===== config.mk =====
export PLATFORM = sky130hd
export DESIGN_NAME = fsic_gpio_bank_ctrl
export DESIGN_NICKNAME = d
export VERILOG_FILES = /design/src/rtl/fsic_gpio_bank_ctrl.sv
export SDC_FILE = /design/constraint.sdc
export NUM_CORES = 1
export LEC_CHECK = 0
export ABC_AREA = 1
export ABC_CLOCK_PERIOD_IN_PS = 2700
export BUFFER_PORTS_ARGS = -buffer_cell sky130_fd_sc_hd__buf_2
export CAP_MARGIN = 20
export CORE_ASPECT_RATIO = 1.1
export CORE_MARGIN = 8
export CORE_UTILIZATION = 45
export CTS_CLUSTER_SIZE = 20
export DETAILED_ROUTE_END_ITERATION = 12
export PLACE_DENSITY = 0.78
export SKIP_LAST_GASP = 1
export SYNTH_ARGS = -nofsm -noshare
export SYNTH_HDL_FRONTEND = slang
export SYNTH_SLANG_ARGS = --single-unit

===== constraint.sdc =====
create_clock -name axi_clk -period 2.7 [get_ports axi_clk]
set_clock_uncertainty 0.2 [all_clocks]
set_input_delay 0.135 -clock axi_clk [delete_from_list [all_inputs] [get_ports axi_clk]]
set_output_delay 0.135 -clock axi_clk [all_outputs]
set_load 0.02 [all_outputs]

===== src/rtl/fsic_gpio_bank_ctrl.sv =====
`default_nettype none
// ============================================================================
// Module      : fsic_gpio_bank_ctrl
// Description : Multi-channel gpiov2 pad controller with break-before-make
//               direction turnaround, debounced input and sticky edge IRQs.
// Revision    : 1.0 - initial release
// ============================================================================
module fsic_gpio_bank_ctrl #(
  parameter int NUM_CH   = 8,
  parameter int DEB_W    = 4,
  parameter int DEB_CYC  = 4,
  parameter int TURN_CYC = 2
) (
  input  logic                  axi_clk,
  input  logic                  axi_reset_n,
  input  logic [NUM_CH-1:0]     cfg_we,
  input  logic [3*NUM_CH-1:0]   cfg_dm,
  input  logic [NUM_CH-1:0]     out_data,
  input  logic [NUM_CH-1:0]     irq_mask,
  input  logic [NUM_CH-1:0]     irq_clr,
  input  logic [NUM_CH-1:0]     pad_in,
  output logic [NUM_CH-1:0]     pad_out,
  output logic [3*NUM_CH-1:0]   pad_dm,
  output logic [NUM_CH-1:0]     in_data,
  output logic [NUM_CH-1:0]     rise_sts,
  output logic [NUM_CH-1:0]     fall_sts,
  output logic                  irq
);

  localparam logic [2:0] c_dm_in  = 3'b001;
  localparam logic [2:0] c_dm_pu  = 3'b010;
  localparam logic [2:0] c_dm_pd  = 3'b011;
  localparam logic [2:0] c_dm_out = 3'b110;

  localparam int c_turn_w = (TURN_CYC < 2) ? 1 : $clog2(TURN_CYC + 1);
  localparam logic [c_turn_w-1:0] c_turn_load = c_turn_w'(TURN_CYC);
  localparam logic [c_turn_w-1:0] c_turn_one  = c_turn_w'(1);

  typedef enum logic [0:0] {
    ST_RUN  = 1'b0,
    ST_TURN = 1'b1
  } turn_state_t;

  logic [NUM_CH-1:0] w_sts_masked;
  logic              r_irq;

  genvar gi;
  for (gi = 0; gi < NUM_CH; gi++) begin : g_ch
    logic [2:0]          w_dm_req;
    logic [2:0]          w_dm_legal;
    logic [2:0]          r_dm;
    turn_state_t         r_state;
    turn_state_t         w_state_nxt;
    logic [c_turn_w-1:0] r_turn_cnt;
    logic [c_turn_w-1:0] w_turn_cnt_nxt;
    logic                w_dir_change;
    logic                w_run;
    logic                w_run_in;
    logic                r_out;
    logic                r_sync1;
    logic                w_in_nxt;
    logic                r_in;
    logic                r_rise;
    logic                r_fall;
    logic                w_rise_set;
    logic                w_fall_set;

    assign w_dm_req = cfg_dm[3*gi +: 3];

    always_comb begin
      w_dm_legal = c_dm_in;
      case (w_dm_req)
        c_dm_in, c_dm_pu, c_dm_pd, c_dm_out: w_dm_legal = w_dm_req;
        default:                             w_dm_legal = c_dm_in;
      endcase
    end

    // Only a change of direction class needs the safe-input turnaround window.
    assign w_dir_change = cfg_we[gi] &
                          ((w_dm_legal == c_dm_out) != (r_dm == c_dm_out));

    always_comb begin
      w_state_nxt    = r_state;
      w_turn_cnt_nxt = r_turn_cnt;
      if (w_dir_change) begin
        w_state_nxt    = ST_TURN;
        w_turn_cnt_nxt = c_turn_load;
      end else if (r_state == ST_TURN) begin
        if (r_turn_cnt <= c_turn_one) begin
          w_state_nxt    = ST_RUN;
          w_turn_cnt_nxt = '0;
        end else begin
          w_turn_cnt_nxt = r_turn_cnt - c_turn_one;
        end
      end
    end

    always_ff @(posedge axi_clk) begin
      if (!axi_reset_n) begin
        r_dm       <= c_dm_in;
        r_state    <= ST_RUN;
        r_turn_cnt <= '0;
        r_out      <= 1'b0;
      end else begin
        if (cfg_we[gi]) begin
          r_dm <= w_dm_legal;
        end
        r_state    <= w_state_nxt;
        r_turn_cnt <= w_turn_cnt_nxt;
        r_out      <= out_data[gi];
      end
    end

    assign w_run              = (r_state == ST_RUN);
    assign w_run_in           = w_run & (r_dm != c_dm_out);
    assign pad_dm[3*gi +: 3]  = w_run ? r_dm : c_dm_in;
    assign pad_out[gi]        = r_out & w_run & (r_dm == c_dm_out);

    always_ff @(posedge axi_clk) begin
      if (!axi_reset_n) begin
        r_sync1 <= 1'b0;
      end else begin
        r_sync1 <= pad_in[gi];
      end
    end

    if (DEB_CYC == 0) begin : g_deb_bypass
      // r_in itself acts as the second synchroniser stage.
      assign w_in_nxt = r_sync1;
    end else begin : g_deb
      localparam logic [DEB_W-1:0] c_deb_last = DEB_W'(DEB_CYC - 1);
      localparam logic [DEB_W-1:0] c_deb_one  = DEB_W'(1);

      logic             r_sync2;
      logic [DEB_W-1:0] r_deb_cnt;
      logic             w_accept;

      assign w_accept = (r_sync2 != r_in) && (r_deb_cnt == c_deb_last);

      always_ff @(posedge axi_clk) begin
        if (!axi_reset_n) begin
          r_sync2   <= 1'b0;
          r_deb_cnt <= '0;
        end else begin
          r_sync2 <= r_sync1;
          if ((r_sync2 == r_in) || w_accept) begin
            r_deb_cnt <= '0;
          end else begin
            r_deb_cnt <= r_deb_cnt + c_deb_one;
          end
        end
      end

      assign w_in_nxt = w_accept ? r_sync2 : r_in;
    end

    // Edges are qualified by the pre-edge channel state, so a transition that
    // lands while driving or turning around never raises status.
    assign w_rise_set = w_run_in & ~r_in &  w_in_nxt;
    assign w_fall_set = w_run_in &  r_in & ~w_in_nxt;

    always_ff @(posedge axi_clk) begin
      if (!axi_reset_n) begin
        r_in   <= 1'b0;
        r_rise <= 1'b0;
        r_fall <= 1'b0;
      end else begin
        r_in   <= w_in_nxt;
        r_rise <= w_rise_set | (r_rise & ~irq_clr[gi]);
        r_fall <= w_fall_set | (r_fall & ~irq_clr[gi]);
      end
    end

    assign in_data[gi]      = r_in;
    assign rise_sts[gi]     = r_rise;
    assign fall_sts[gi]     = r_fall;
    assign w_sts_masked[gi] = (r_rise | r_fall) & irq_mask[gi];
  end

  always_ff @(posedge axi_clk) begin
    if (!axi_reset_n) begin
      r_irq <= 1'b0;
    end else begin
      r_irq <= |w_sts_masked;
    end
  end

  assign irq = r_irq;

endmodule
`default_nettype wire


# After elaboration in Yosys (flattened, before gate mapping)
# Index checks and enable logic that the tools add are counted.
[word_totals]
regBits = 129
input_bits = 66
out_inout_bits = 57
word_cells = 467
[classes]
n_addsub = 16
magnitude_cmp = 8
eq_ne = 88
mux = 72
bitwise_logic = 145
n_reduce_logical = 49
[ops]
columns = ["op", "n"]
rows = [
  ["AND 1 bit", 88],
  ["== test 3 bit, second input constant", 24],
  ["== test 3 x 2 -> 1 bit, second input constant", 16],
  ["two-way mux 2 bit", 24],
  ["two-way mux 3 bit", 16],
  ["inverter 1 bit", 33],
  ["adder 4 x 1 -> 4 bit, second input constant", 8],
  ["== test 4 x 2 -> 1 bit, second input constant", 8],
  ["two-way mux 1 bit", 32],
  ["OR reduction 2 bit", 16],
  ["OR reduction 4 bit", 8],
  ["== test 3 x 1 -> 1 bit, second input constant", 8],
  ["inequality test 3 bit, second input constant", 8],
  ["bitwise OR 1 bit", 24],
  ["<= comparator 2 x 1 -> 1 bit, second input constant", 8],
  ["inequality test 1 bit", 16],
  ["nonzero test 2 bit", 8],
  ["subtractor 2 x 1 -> 2 bit, second input constant", 8],
  ["== test 1 bit", 8],
  ["logical AND 1 bit", 8],
  ["logical OR 1 bit", 8],
  ["OR reduction 8 bit", 1],
]

# Logic depth before layout (Yosys ltp)
[depth]
depth_word = 7
ltp_mapped = 6
ltp_nobuf = 6

# Worst setup path after synthesis
# OpenSTA, ideal clock, no wires.
[synth_timing]
kind = "reg2reg"
startpoint = "register g_ch[1].g_deb.r_deb_cnt[0]"
endpoint = "register g_ch[1].g_deb.r_deb_cnt[2]"
setup_ps = 66
arrival_ps = 938
required_ps = 2434
slack_ps = 1495
stages_incl_launch_ff = 4
path_buffers = 0
period_less_slack_ps = 1205
path_cell_list = "dfxtp_1 > ha_1 > or2_2 > a21oi_2"
[synth_between]
elab_chain_cells = 4
elab_cells_between_ends = 5
cone_classes = "1 x add/sub; 1 x eq/ne; 3 x reduce/logical"
[synth_lines]
columns = ["item", "line", "source"]
rows = [
  ["start: declaration", "135", "logic [DEB_W-1:0] r_deb_cnt;"],
  ["start signal: assignment", "149", "r_deb_cnt <= r_deb_cnt + c_deb_one;"],
  ["== test 4 x 2 -> 1 bit", "138", "assign w_accept = (r_sync2 != r_in) && (r_deb_cnt == c_deb_last);"],
  ["logical AND 1 bit", "138", ""],
  ["logical OR 1 bit", "146", "if ((r_sync2 == r_in) || w_accept) begin"],
  ["OR reduction 2 bit (no line)", "-", ""],
]
# Parallel ways exist; a longest one is shown, timed or not.
# A chain may end at the register's enable or synchronous reset.

# Final worst setup path
[layout_timing]
startpoint = "register g_ch[5].r_rise"
endpoint = "register r_irq, in the netlist irq"
[layout_between]
elab_chain_cells = 3
[layout_lines]
columns = ["item", "line", "source"]
rows = [
  ["start: declaration", "63", "logic r_rise;"],
  ["start signal: assignment", "169", "r_rise <= w_rise_set | (r_rise & ~irq_clr[gi]);"],
  ["bitwise OR 1 bit", "177", "assign w_sts_masked[gi] = (r_rise | r_fall) & irq_mask[gi];"],
  ["AND 1 bit", "177", ""],
  ["OR reduction 8 bit", "184", "r_irq <= |w_sts_masked;"],
  ["end signal: assignment", "184", ""],
  ["end: declaration", "45", "logic r_irq;"],
]
# Every way passes these cells.

==> flow_metrics.tcl <==
set metrics [dict create \
    status "finished, final reports clean" \
    async_reset_ff_frac 0 \
    yosysUniqueCellTypes 22 \
    tritoncts_clock_tree "built" \
    critPathTopFamily "buffers and inverters" \
    swShare 0.221 \
    headroom_to_the_max_slew_limit 0.490 \
    fp.dieArea_sq_mm 0.0162 \
    vias_per_cell 4.74 \
    synth_adder_area_share 0.0179 \
    first_pass_grt_wire_length_microns 23300 \
    post-cts-setup-buffers 0 \
    tritoncts_num_sinks 129 \
    ctsResizeCount 0 \
    hp-start "axi_reset_n" \
    seq_area_frac_synth 0.463 \
    r2r_start "g_ch[5].r_rise" \
    crit_path_max_incr_delay_ps 570 \
    post_synthesis_area_per_instance_sq_um 7.37 \
    dr_wl_met2_microns 6920 \
    top_cell_type_s_share_of_synthesized_area 0.463 \
    grt_setup_unrepaired "false" \
    final-setup-viol-count 0 \
    timing.final.max_slew_violations 0 \
    port_buffers 122 \
    seqCellArea_sq_mm 0.00258 \
    worst_ir_drop_vdd_uv 399 \
    dominant_synthesized_flop_cell "dfxtp_1" \
    route.top_layer_used "met4" \
    clk_latency_ps 400 \
    pwr-share-seq 0.441 \
    tritoncts_buffers 17 \
    setup_total_negative_slack_ps 0 \
    startpoint_type "flop" \
    worstPathCellList "o21ai_0 -> nand2_1 -> dlygate4sd3_1 -> nor2_1 -> dlygate4sd3_1 -> a21oi_1" \
    clkTransAtPathRegs_ps 50 \
    globalplace.congestion 0.779 \
    via_count_of_the_first_global_routing_pass 5166 \
    dr_total_vias 5276 \
    drtPass1Iterations 7 \
    design.core.area_sq_mm 0.0121 \
    cts_buffer_depth 2 \
    synth_top_cells_by_area "dfxtp_1 (46%), nand2_1 (11%), inv_1 (7.5%)" \
    wirelength_microns 14300 \
    p_int_w 0.00353 \
    io_pins 123 \
    start_util 0.461 \
    cp.arrival_ps 2260 \
    drc 0 \
    synth-seq-cells 129 \
    slowest_cell_on_the_critical_path "dlygate4sd3_1" \
    ant_nets 0 \
    leakagePower_nw 3.64 \
    synth_mux_area_frac 0 \
    final_hold_viol_count 0 \
    pin_count_of_the_biggest_net_entering_global_routing 73 \
    netlist_area_sq_mm 0.00558 \
    synth_top_family_by_area "simple AND/OR/NAND/NOR gates" \
    fillers 1049 \
    placedCellCount 998 \
    layoutNonFillerInstCount 1112 \
    criticalPathCategory "flop to flop" \
    synth_simple_gate_area_share 0.265 \
    crit_path_start "g_ch[5].r_rise" \
    pwr-share-comb 0.083 \
    synth.top_cells.by_count "nand2_1 (164), dfxtp_1 (129), inv_1 (112)" \
    power-per-cell-area_mw_per_mm2 603 \
    std_cell_rows 42 \
    max_slew.worst_pin.slew_ps 766 \
    fraction_of_final_layout_cells_with_drive_strength_greater_than_1 0.188 \
    met3_wirelength_microns 745 \
    detailedRoute.firstIterationViolations 443 \
    synth_edf_count 0 \
    final_net_count 1019 \
    timing.critical_path.to_type "flop" \
    synth_area_leader_cell "dfxtp_1" \
    postLayoutCoreUtil 0.621 \
    gr-usage-all-layers 0.177 \
    avgRoutedWirePerCell_microns 12.9 \
    area_delta_synth_final_pct 34.6 \
    synth_compound_gate_area_share 0.118 \
    ctsHtreeMaxLevel 4 \
    path_max_fanout 3 \
    route.layer.met1.wl_microns 6160 \
    p_sw_w 0.000998 \
    yosys.cell_count.top_type "nand2_1" \
    total_of_max_cap_violations 0 \
    pwr-share-clk 0.476 \
    synth-xor-area-share 0.0126 \
    timing.critical_path.required_ps 2750 \
    chipHeight_microns 133 \
    finalWorstPathRequiredPeriod_ps 2210 \
    clock-root-buffer "clkbuf_16" \
    synthesis.nets 831 \
    post_cts_hold_buffers 82 \
    chipWidth_microns 122 \
    max_freq_mhz 453 \
    timing.final.crit_share 0.818 \
    hpwl_microns 9130 \
    gr-total-overflow 0 \
    multi_input_comb_area_sq_mm 0.00231 \
    min-delay-path-class "primary input to flop" \
    critPathBufInv 2 \
    postSynthCellCount 757 \
    synth.yosys.warnings 0 \
    number_of_antenna_violations_at_the_first_check_in_global_routing 1 \
    critPathMostFrequentCell "dlygate4sd3_1" \
]
==> layer usage <==
layer  vias up  track usage
li1       2743            -
met1      2353        0.192
met2       149        0.308
met3        31       0.0472
met4         0       0.0902
met5         -            0
==> cell families (layout without fill, tap and decap cells) <==
| family | count (synthesis) | after routing |
|---|---|---|
| AOI/OAI and AO/OA | 118 | 118 |
| other | 0 | 2 |
| buffers and inverters | 149 | 348 |
| and+or+nand+nor | 345 | 345 |
| xor gates and xnor gates | 8 | 8 |
| DFF | 129 | 129 |
| adders and majority gates | 8 | 8 |
==> stage by stage <==
step                area (sq um)  hold slack [ps]  setup slack [ps]  total power, W
finish                      7510             72.6               491         0.00452
global route                7500             92.5               378         0.00469
CTS                         7500             60.3               544         0.00455
detailed placement          6130              118              1060         0.00231
global placement            6130              116              1120         0.00230
floorplan                   5580             28.5              1500         0.00220
==> path summary, 6_finish.rpt <==
check / cells after the start / to / slack [ps]
worst max-delay path: 6 / irq / 490
worst min-delay path: 3 / g_ch[1].r_state / 70
worst max register to register: 6 / irq / 490
worst min register to register: 2 / g_ch[1].g_deb.r_sync2 / 210
==> state kept, by name, indices dropped and copies added, names as in the netlist <==
signal and flops:
g_ch.r_state 8, g_ch.g_deb.r_deb_cnt 32, g_ch.r_turn_cnt 16, g_ch.r_out 8, g_ch.r_dm 24, g_ch.g_deb.r_sync2 8
irq 1, g_ch.r_fall 8, g_ch.r_rise 8, g_ch.r_sync1 8, g_ch.r_in 8
==> worst register-to-register path: stages, from the launching register on <==
cell           delay, ps
dfxtp_1              320
o21ai_0              160
nand2_1               70
dlygate4sd3_1        570
nor2_1               130
dlygate4sd3_1        570
a21oi_1               60
==> layout make-up <==
cell class / instances / share of cell area
clock buffer: 24 / 0.0628
sequential: 129 / 0.344
multi-input combinational: 479 / 0.307
timing repair buffer: 205 / 0.192
antenna: 2 / 0.000667
inverter: 113 / 0.0568
clock inverter: 6 / 0.0110
tap: 154 / 0.0257
==> power groups by stage <==
stage | Clock (W) | Sequential [W] | Combinational [W]
after floorplan | 0 | 0.00202 | 0.000173
after global placement | 0 | 0.00203 | 0.000274
after detailed placement | 0 | 0.00203 | 0.000279
after CTS | 0.00219 | 0.00199 | 0.000367
after global routing | 0.00228 | 0.00200 | 0.000416
final | 0.00215 | 0.00199 | 0.000377
==> layout by cell type (no fill, tap or decap), drive strengths merged, types with 5 or more instances in the layout <==
master	n
clkbuf	24
nor2	101
a31o	5
or2	8
dlygate4sd3	82
inv	113
xor2	8
o21ai	53
nand3	72
a31oi	8
ha	8
nand2	164
buf	123
dfxtp	129
a21oi	46
Note: power is estimated with default switching activity, not from simulation.
